## src/rtl/led_scroll_controller.sv

```systemverilog
// Scrolling window over a 16-nibble circular message for an 8-digit seven-segment driver.
// All offset/message changes land on the driver's end-of-frame pulse so a sweep never tears.
module led_scroll_controller #(
    parameter int              MSG_LEN     = 16,
    parameter int              DIGITS      = 8,
    parameter int              STEP_CYCLES = 25000000,
    parameter logic [63:0]     DEFAULT_MSG = 64'h03604abc00cafe21
) (
    input  logic                  clk,
    input  logic                  reset,
    input  logic                  auto_en,
    input  logic                  dir,
    input  logic                  step,
    input  logic                  wr_en,
    input  logic [3:0]            wr_addr,
    input  logic [3:0]            wr_data,
    input  logic                  wr_commit,
    input  logic                  frame_done,
    output logic [4*DIGITS-1:0]   digits,
    output logic [3:0]            offset,
    output logic                  busy,
    output logic                  step_tick
);

    localparam int TW = (STEP_CYCLES > 2) ? $clog2(STEP_CYCLES) : 1;

    typedef enum logic {S_IDLE, S_PENDING} state_t;

    // Index 0 of the nibble arrays is message nibble 0 (the MSB nibble of DEFAULT_MSG).
    function automatic logic [MSG_LEN-1:0][3:0] default_arr();
        logic [MSG_LEN-1:0][3:0] a;
        for (int i = 0; i < MSG_LEN; i++)
            a[i] = DEFAULT_MSG[4*(MSG_LEN-i)-1 -: 4];
        return a;
    endfunction

    state_t                  r_state, w_state_nxt;
    logic [TW-1:0]           r_timer;
    logic                    r_step_pend, w_step_pend_nxt;
    logic                    r_commit_pend, w_commit_pend_nxt;
    logic [MSG_LEN-1:0][3:0] r_active, w_active_nxt;
    logic [MSG_LEN-1:0][3:0] r_shadow, w_shadow_nxt;
    logic [3:0]              r_offset, w_off_nxt;
    logic [4*DIGITS-1:0]     r_digits, w_digits_nxt;
    logic                    r_step_tick;

    logic w_tmr_req, w_step_req, w_any_step, w_any_commit, w_apply;

    assign w_tmr_req    = auto_en && (r_timer == TW'(STEP_CYCLES-1));
    assign w_step_req   = step | w_tmr_req;
    assign w_any_step   = r_step_pend | w_step_req;
    assign w_any_commit = r_commit_pend | wr_commit;
    assign w_apply      = frame_done && (w_any_step || w_any_commit);

    always_ff @(posedge clk or posedge reset) begin
        if (reset)
            r_timer <= '0;
        else if (!auto_en || w_tmr_req)
            r_timer <= '0;
        else
            r_timer <= r_timer + 1'b1;
    end

    always_ff @(posedge clk or posedge reset) begin
        if (reset) begin
            r_state       <= S_IDLE;
            r_step_pend   <= 1'b0;
            r_commit_pend <= 1'b0;
        end else begin
            r_state       <= w_state_nxt;
            r_step_pend   <= w_step_pend_nxt;
            r_commit_pend <= w_commit_pend_nxt;
        end
    end

    always_comb begin
        w_state_nxt       = r_state;
        w_step_pend_nxt   = r_step_pend;
        w_commit_pend_nxt = r_commit_pend;
        case (r_state)
            S_IDLE: begin
                // A request coinciding with frame_done is applied directly and never pends.
                if (!frame_done && (w_step_req || wr_commit)) begin
                    w_state_nxt       = S_PENDING;
                    w_step_pend_nxt   = w_step_req;
                    w_commit_pend_nxt = wr_commit;
                end
            end
            S_PENDING: begin
                if (frame_done) begin
                    w_state_nxt       = S_IDLE;
                    w_step_pend_nxt   = 1'b0;
                    w_commit_pend_nxt = 1'b0;
                end else begin
                    w_step_pend_nxt   = r_step_pend | w_step_req;
                    w_commit_pend_nxt = r_commit_pend | wr_commit;
                end
            end
            default: w_state_nxt = S_IDLE;
        endcase
    end

    // Same-cycle writes are folded in so a commit snapshots the freshest shadow.
    always_comb begin
        w_shadow_nxt = r_shadow;
        if (wr_en)
            w_shadow_nxt[wr_addr] = wr_data;
    end

    always_comb begin
        w_active_nxt = r_active;
        w_off_nxt    = r_offset;
        if (w_apply) begin
            if (w_any_commit) begin
                w_active_nxt = w_shadow_nxt;
                w_off_nxt    = 4'd0;
            end else if (dir) begin
                w_off_nxt    = r_offset - 4'd1;
            end else begin
                w_off_nxt    = r_offset + 4'd1;
            end
        end
    end

    always_comb begin
        w_digits_nxt = '0;
        for (int k = 0; k < DIGITS; k++)
            w_digits_nxt[4*(DIGITS-1-k) +: 4] = w_active_nxt[w_off_nxt + 4'(k)];
    end

    always_ff @(posedge clk or posedge reset) begin
        if (reset) begin
            r_active    <= default_arr();
            r_shadow    <= default_arr();
            r_offset    <= 4'd0;
            r_digits    <= DEFAULT_MSG[63 -: 4*DIGITS];
            r_step_tick <= 1'b0;
        end else begin
            r_active    <= w_active_nxt;
            r_shadow    <= w_shadow_nxt;
            r_offset    <= w_off_nxt;
            r_digits    <= w_digits_nxt;
            r_step_tick <= w_apply && w_any_step && !w_any_commit;
        end
    end

    assign digits    = r_digits;
    assign offset    = r_offset;
    assign busy      = (r_state == S_PENDING);
    assign step_tick = r_step_tick;

endmodule

```

## config.mk

```make
export PLATFORM = sky130hd
export DESIGN_NAME = led_scroll_controller
export DESIGN_NICKNAME = d
export VERILOG_FILES = /design/src/rtl/led_scroll_controller.sv
export SDC_FILE = /design/constraint.sdc
export NUM_CORES = 1
export LEC_CHECK = 0
export ABC_AREA = 1
export BUFFER_PORTS_ARGS = -buffer_cell sky130_fd_sc_hd__buf_2
export CAP_MARGIN = 20
export CORE_ASPECT_RATIO = 1.2
export CORE_MARGIN = 10
export CORE_UTILIZATION = 62
export CTS_CLUSTER_SIZE = 28
export DETAILED_ROUTE_END_ITERATION = 16
export GPL_TIMING_DRIVEN = 0
export PLACE_DENSITY = 0.79
export SLEW_MARGIN = 30
export SYNTH_ARGS = -nofsm -noshare
export SYNTH_HDL_FRONTEND = slang
export SYNTH_SLANG_ARGS = --single-unit
```

## constraint.sdc

```tcl
create_clock -name clk -period 7.3 [get_ports clk]
set_input_delay 0.73 -clock clk [delete_from_list [all_inputs] [get_ports clk]]
set_output_delay 0.73 -clock clk [all_outputs]
set_load 0.01 [all_outputs]
```

==> flow_summary.ini, run 1 <==
[drt]
initialDrtViolationCount = 1372
wl_met3_mm = 3.084
first_pass_iters = 6
routed-via-count = 11480
wirelength_mm = 37.11
routed.top_layer = met4
vias_per_cell = 5.913
route.detailed.drc = 0
wl_met2_mm = 17.90
wl_per_cell_um = 19.11
met1_length_mm = 14.43
drtAntennaViolNets = 0

[power]
cellPowerDensity_nw_per_um2 = 337.4
peakVddDrop_mv = 0.2115
leakage_uw = 0.006444

[logic_synthesis]
avgSynthCellArea_sq_um = 6.893
synthCells = 1635
synth_cell_types = 38
synth-edff-count = 0
yosysSeqAreaShare = 0.4354
async_reset_ff_frac = 1.000
synth_nets = 1656
synth-main-ff-cell = dfrtp_1
synth.yosys.warnings = 0
syn_area_sq_um = 11270
ys_ff_latch = 193

[clock_tree]
clk_latency_ns = 0.45
htreeDepth = 4
cts_buffer_depth = 2
cts_setup_buffers = 0
clkSinkCount = 193
numCtsBuffers = 17
cts.hold.buffers_added = 0
clk_pin_slew_ns = 0.08
cts_tree = built
root_buffer = clkbuf_16
cts_resized = 0

[sta]
fin_crit_sh = 0.5256
fmax_mhz = 260.6
setup_viol = 0
tns_ns = 0
rsz0062_at_grt = no
worstMarginPinSlew_ns = 0.8158
finClkSkew_ns = 0.01035
min_period_ns = 3.837
slew_headroom = 0.4541
hold_viol = 0
finalMaxSlewViolations = 0

[min_path]
holdCritPathClass = in -> async

[critical_path]
r2r-start = r_timer[0]$_DFF_PP0_
reg2reg_depth = 20
cp.required_ns = 7.67
reg2reg_slack_ns = 3.46
r2r-end = digits[10]$_DFF_PP0_
end_kind = flip-flop
worst_ep_arrival_time_ns = 4.21
worstSetupPathType = reg -> reg
cp_max_fo = 10
setup.worst_path.start_class = flip-flop

[status]
outcome = complete, no violations

[floorplan]
dieWidth_um = 143.1
die_h_um = 167.7
dieArea_sq_um = 23990
start_util = 0.6365
io_pins = 54
core-area_sq_um = 17710
row_count = 53

[global_routing]
grt_pass1_wl_mm = 57.94
grt_max_degree = 101
globalRouteTotalUtil = 0.3078
grt.overflow.total = 0
antenna_found_initial = 1
grt_pass1_vias = 10790

[finish]
drive_above_1_share = 0.1336
fillers = 1447
fin_cells = 1942
final_nets = 1729
areaGrowthSynthToFinish_pct = 10.75

[place]
routabilityCongestion = 1.042
numPortBuffers = 53
place_inst = 1909
hpwl_mm = 28.20

[run]
cap_violations = 0
[cell usage after synthesis (all sizes together), types with 3 or more instances]
cell / n / area share
dfrtp: 131 / 0.29
nor3: 16 / 0.0075
xor2: 5 / 0.0056
clkbuf: 18 / 0.0060
nand4: 15 / 0.0089
nor4: 3 / 0.0017
nand3b: 4 / 0.0027
o21a: 10 / 0.0067
a21oi: 60 / 0.027
dfstp: 62 / 0.14
nor2: 95 / 0.033
o21ai: 33 / 0.016
ha: 4 / 0.0044
buf: 54 / 0.028
nand2: 779 / 0.27
nand3: 262 / 0.12
inv: 75 / 0.025
[final cells by class]
type                            count  area, sq um  area share
Antenna cell                        1        2.502   0.0002005
Buffer                             72        386.6     0.03098
Clock buffer                       17        425.4     0.03409
Clock inverter                     15        207.7     0.01664
Inverter                           75        289.0     0.02316
Multi-Input combinational cell   1295         5694      0.4562
Sequential cell                   193         4907      0.3932
Tap cell                          220        275.3     0.02206
Timing Repair Buffer               54        292.8     0.02346
[kinds of logic (layout without fill, tap and decap cells)]
kind of cell	Yosys count	count (layout)	synth area share
simple gates	1177	1177	0.4403
flops	193	193	0.4354
compound gates	106	106	0.05096
xor+xnor	7	7	0.007772
other cells	0	1	0
buf+inv	147	233	0.05929
fa+ha+maj	5	5	0.006218
[power by group]
part / switching, uW / leakage [uW] / internal (uW)
Sequential: 105 / 0.00228 / 1410
Clock: 486 / 0.000308 / 504
Combinational: 1190 / 0.00386 / 511
[critical path: stages (launching register included)]
cell      delay, ns
dfrtp_1        0.37
ha_1           0.20
nand2_1        0.08
nor2_2         0.17
nand2_1        0.09
nor2_2         0.17
nand3_2        0.15
nand4_2        0.14
buf_6          0.16
nand3_2        0.07
nand2_1        0.13
buf_4          0.21
buf_2          0.27
ha_1           0.27
clkbuf_1       0.21
inv_1          0.26
clkbuf_1       0.38
nand2_1        0.14
nand3_1        0.11
nand3_1        0.08
nand2_1        0.11
[worst max-delay path by stage]
stage	startpoint	endpoint	slack (ns)	cells past startpoint
after floorplan	reset	busy$_DFF_PP0_	1.42	1
after global placement	reset	digits[16]$_DFF_PP0_	-0.41	2
after detailed placement	wr_commit	digits[10]$_DFF_PP0_	3.45	16
after CTS	r_timer[0]$_DFF_PP0_	digits[10]$_DFF_PP0_	3.54	20
after global routing	r_timer[0]$_DFF_PP0_	digits[8]$_DFF_PP0_	3.23	20
final	r_timer[0]$_DFF_PP0_	digits[10]$_DFF_PP0_	3.46	20
[state kept, by name (all words and copies together), names as in the netlist]
| name | cells |
|---|---|
| step_tick | 1 |
| r_active | 64 |
| r_step_pend | 1 |
| r_timer | 25 |
| offset | 4 |
| r_commit_pend | 1 |
| digits | 32 |
| busy | 1 |
| r_shadow | 64 |
[stage by stage]
stage | hold slack, ns | utilization | worst slack, ns | area (sq um) | power [uW]
6_report | 0.3719 | 0.7049 | 3.463 | 12480 | 4211
5_1_grt | 0.4380 | 0.7049 | 3.227 | 12480 | 4444
4_1_cts | 0.4168 | 0.7048 | 3.545 | 12480 | 4171
3_5_place_dp | 0.4568 | 0.6690 | 3.454 | 11850 | 3174
3_3_place_gp | 0.4530 | 0.6670 | -0.4069 | 11810 | 3136
2_1_floorplan | 0.4329 | - | 1.417 | 11270 | 2618
[metal layers]
metal / track usage / vias up
met1: 0.3862 / 5347
met2: 0.5095 / 620
met5: 0 / -
met4: 0.1325 / 0
li1: - / 5393
met3: 0.05291 / 123
[cell usage in the layout (no fill, tap or decap), types with 2 or more instances in the layout]
cell type | Yosys | final
a21oi_1 | 60 | 60
inv_12 | 0 | 2
nand3b_1 | 4 | 4
a31oi_1 | 2 | 2
or2_2 | 2 | 2
dfrtp_1 | 131 | 131
nor2_1 | 91 | 91
nand2_4 | 6 | 6
clkbuf_1 | 18 | 18
dfstp_2 | 62 | 62
inv_8 | 0 | 5
inv_1 | 71 | 70
o21a_1 | 10 | 10
inv_2 | 4 | 4
o21ai_0 | 30 | 30
clkinv_8 | 0 | 4
xor2_1 | 4 | 4
buf_2 | 27 | 80
nor4_1 | 3 | 3
nor2_2 | 3 | 3
buf_4 | 5 | 5
clkbuf_16 | 0 | 17
nand3_2 | 6 | 6
nand2_1 | 762 | 762
inv_6 | 0 | 3
nor3_1 | 15 | 15
nand2_2 | 11 | 11
buf_1 | 14 | 14
nand3_1 | 256 | 256
ha_1 | 4 | 4
nand4_1 | 14 | 14
o21ai_2 | 3 | 3
buf_6 | 7 | 7
Note: power is estimated with default switching activity, not from simulation.
==> inputs of run 2 (changes only) <==
Clock period 7.3 ns to 3.61 ns, I/O delays scaled along.
==> flow_summary.ini, run 2 (synthesized netlist as in run 1, its figures left out) <==
[status]
outcome = complete, no violations

[finish]
drive_above_1_share = 0.1385
n_antenna_cell = 0
fillers = 1407
multi_input_area_sq_um = 5718
final_nets = 1734
layout_commonest_cell = nand2_1
seq_area_sq_um = 4907
layout_common_cells = nand2_1, nand3_1, dfrtp_1
areaGrowthSynthToFinish_pct = 11.87
final_cell_area_sq_um = 12610

[clock_tree]
cts_setup_buffers = 0
numCtsBuffers = 17
cts_tree = built
cts_buffer_depth = 2
htreeDepth = 4
clkSinkCount = 193
clk_latency_ns = 0.44
root_buffer = clkbuf_16
clk_pin_slew_ns = 0.08

[sta]
fin_ws_ns = 0.2496
setup_viol = 0
rsz0062_at_grt = no
slew_headroom = 0.4809
finClkSkew_ns = 0.01562
hold_viol = 0
finalMaxSlewViolations = 0
worstMarginPinSlew_ns = 0.7758
min_period_ns = 3.360
worst_hold_slack_ns = 0.1851
fmax_mhz = 297.6
fin_crit_sh = 0.9309
tns_ns = 0

[drt]
wl_per_cell_um = 19.36
wl_met3_mm = 3.321
routed-via-count = 11710
routed.top_layer = met4
drtAntennaViolNets = 0
wirelength_mm = 37.67
met1_length_mm = 14.56
initialDrtViolationCount = 1214
first_pass_iters = 7
route.detailed.drc = 0
wl_met2_mm = 17.83
vias_per_cell = 6.017

[global_routing]
grt.overflow.total = 0
antenna_found_initial = 0
globalRouteTotalUtil = 0.3128
grt_pass1_wl_mm = 59.10
grt_pass1_vias = 11090
grt_max_degree = 32

[critical_path]
cp.required_ns = 3.98
setup.worst_path.start_class = flip-flop
cp_max_fo = 11
cp_common_cell = nand2_1
worst_path_max_delay_cell = dfrtp_1
worst_ep_arrival_time_ns = 3.73
end_kind = flip-flop
slowest_delay_ns = 0.38
cp_cell_sequence = ha_1 > nand2_1 > nor2_2 > nand2_1 > nor2_2 > nand3_2 > nand3_2 > nand2_2 > nand3_1 > nand2_2 > buf_2 > clkbuf_4 > ha_4 > inv_2 > clkbuf_2 > nand2_1 > nand3_1 > nand3_1 > nand2_1
worstSetupPathType = reg -> reg

[floorplan]
start_util = 0.6365
row_count = 53
dieWidth_um = 143.1
dieArea_sq_um = 23990
io_pins = 54
die_h_um = 167.7
core-area_sq_um = 17710

[place]
placed_cell_area_sq_um = 11970
numPortBuffers = 53
preCtsSetupSlack_ns = -0.1920
routabilityCongestion = 1.000
hpwl_mm = 29.12

[run]
cap_violations = 0

[power]
swShare = 0.4251
net-switching-power_uw = 3615
pwr-share-seq = 0.361
power.internal_uw = 4890
peakVddDrop_mv = 0.4230
cellPowerDensity_nw_per_um2 = 674.6
p_clk_frac = 0.227
leakage_uw = 0.006485
combPwrFrac = 0.412
power_uw = 8505

[min_path]
holdCritPathClass = in -> reg
## run 2: layer usage
metal | global-route usage | vias to the layer above
li1 | - | 5420
met1 | 0.3911 | 5504
met2 | 0.5063 | 653
met3 | 0.05574 | 133
met4 | 0.1599 | 0
met5 | 0 | -
## run 2: cell type report
cell class / instances / share of cell area
Multi-Input combinational cell: 1295 / 0.4536
Clock inverter: 14 / 0.01250
Clock buffer: 18 / 0.03573
Inverter: 75 / 0.02263
Sequential cell: 193 / 0.3892
Buffer: 70 / 0.03037
Timing Repair Buffer: 61 / 0.03414
Tap cell: 220 / 0.02183
## run 2: what timing repair did
item,CTS,global route
endpoints found under the hold margin,5,0
hold buffers,1,0
resized for setup,1,6
endpoints found under the setup margin,8,8
pin swaps,0,0
## run 2: through the flow
stage / cells / util
floorplan: 1635 / -
global placement: 1908 / 0.6672
detailed placement: 1915 / 0.6760
CTS: 1947 / 0.7108
global route: 1946 / 0.7120
finish: 1946 / 0.7120
## run 2: worst paths after layout
path,startpoint,endpoint,slack (ns),cells after the start
worst max-delay path,r_timer[0]$_DFF_PP0_,digits[9]$_DFF_PP1_,0.25,19
worst min-delay path,wr_data[1],r_shadow[17]$_DFF_PP0_,0.19,2
worst max register to register,r_timer[0]$_DFF_PP0_,digits[9]$_DFF_PP1_,0.25,19
worst min register to register,r_timer[0]$_DFF_PP0_,r_timer[0]$_DFF_PP0_,0.47,1
max in group asynchronous,reset,digits[3]$_DFF_PP1_,2.03,7
min in group asynchronous,reset,r_shadow[28]$_DFF_PP0_,0.44,3
## run 2: critical path: cells and delay by family (launching register included)
family,cells,cell delay (ns)
flip-flops,1,0.38
AND/OR/NAND/NOR,13,1.54
adder cells (fa/ha/maj),2,0.50
buffers and inverters,4,0.87
## run 2: power by group through the flow
stage	logic [uW]	clock network, uW	registers (uW)
floorplan	2140	0	3160
global placement	3290	0	3070
detailed placement	3360	0	3090
CTS	3390	1930	3060
global route	3800	2020	3120
finish	3500	1930	3070
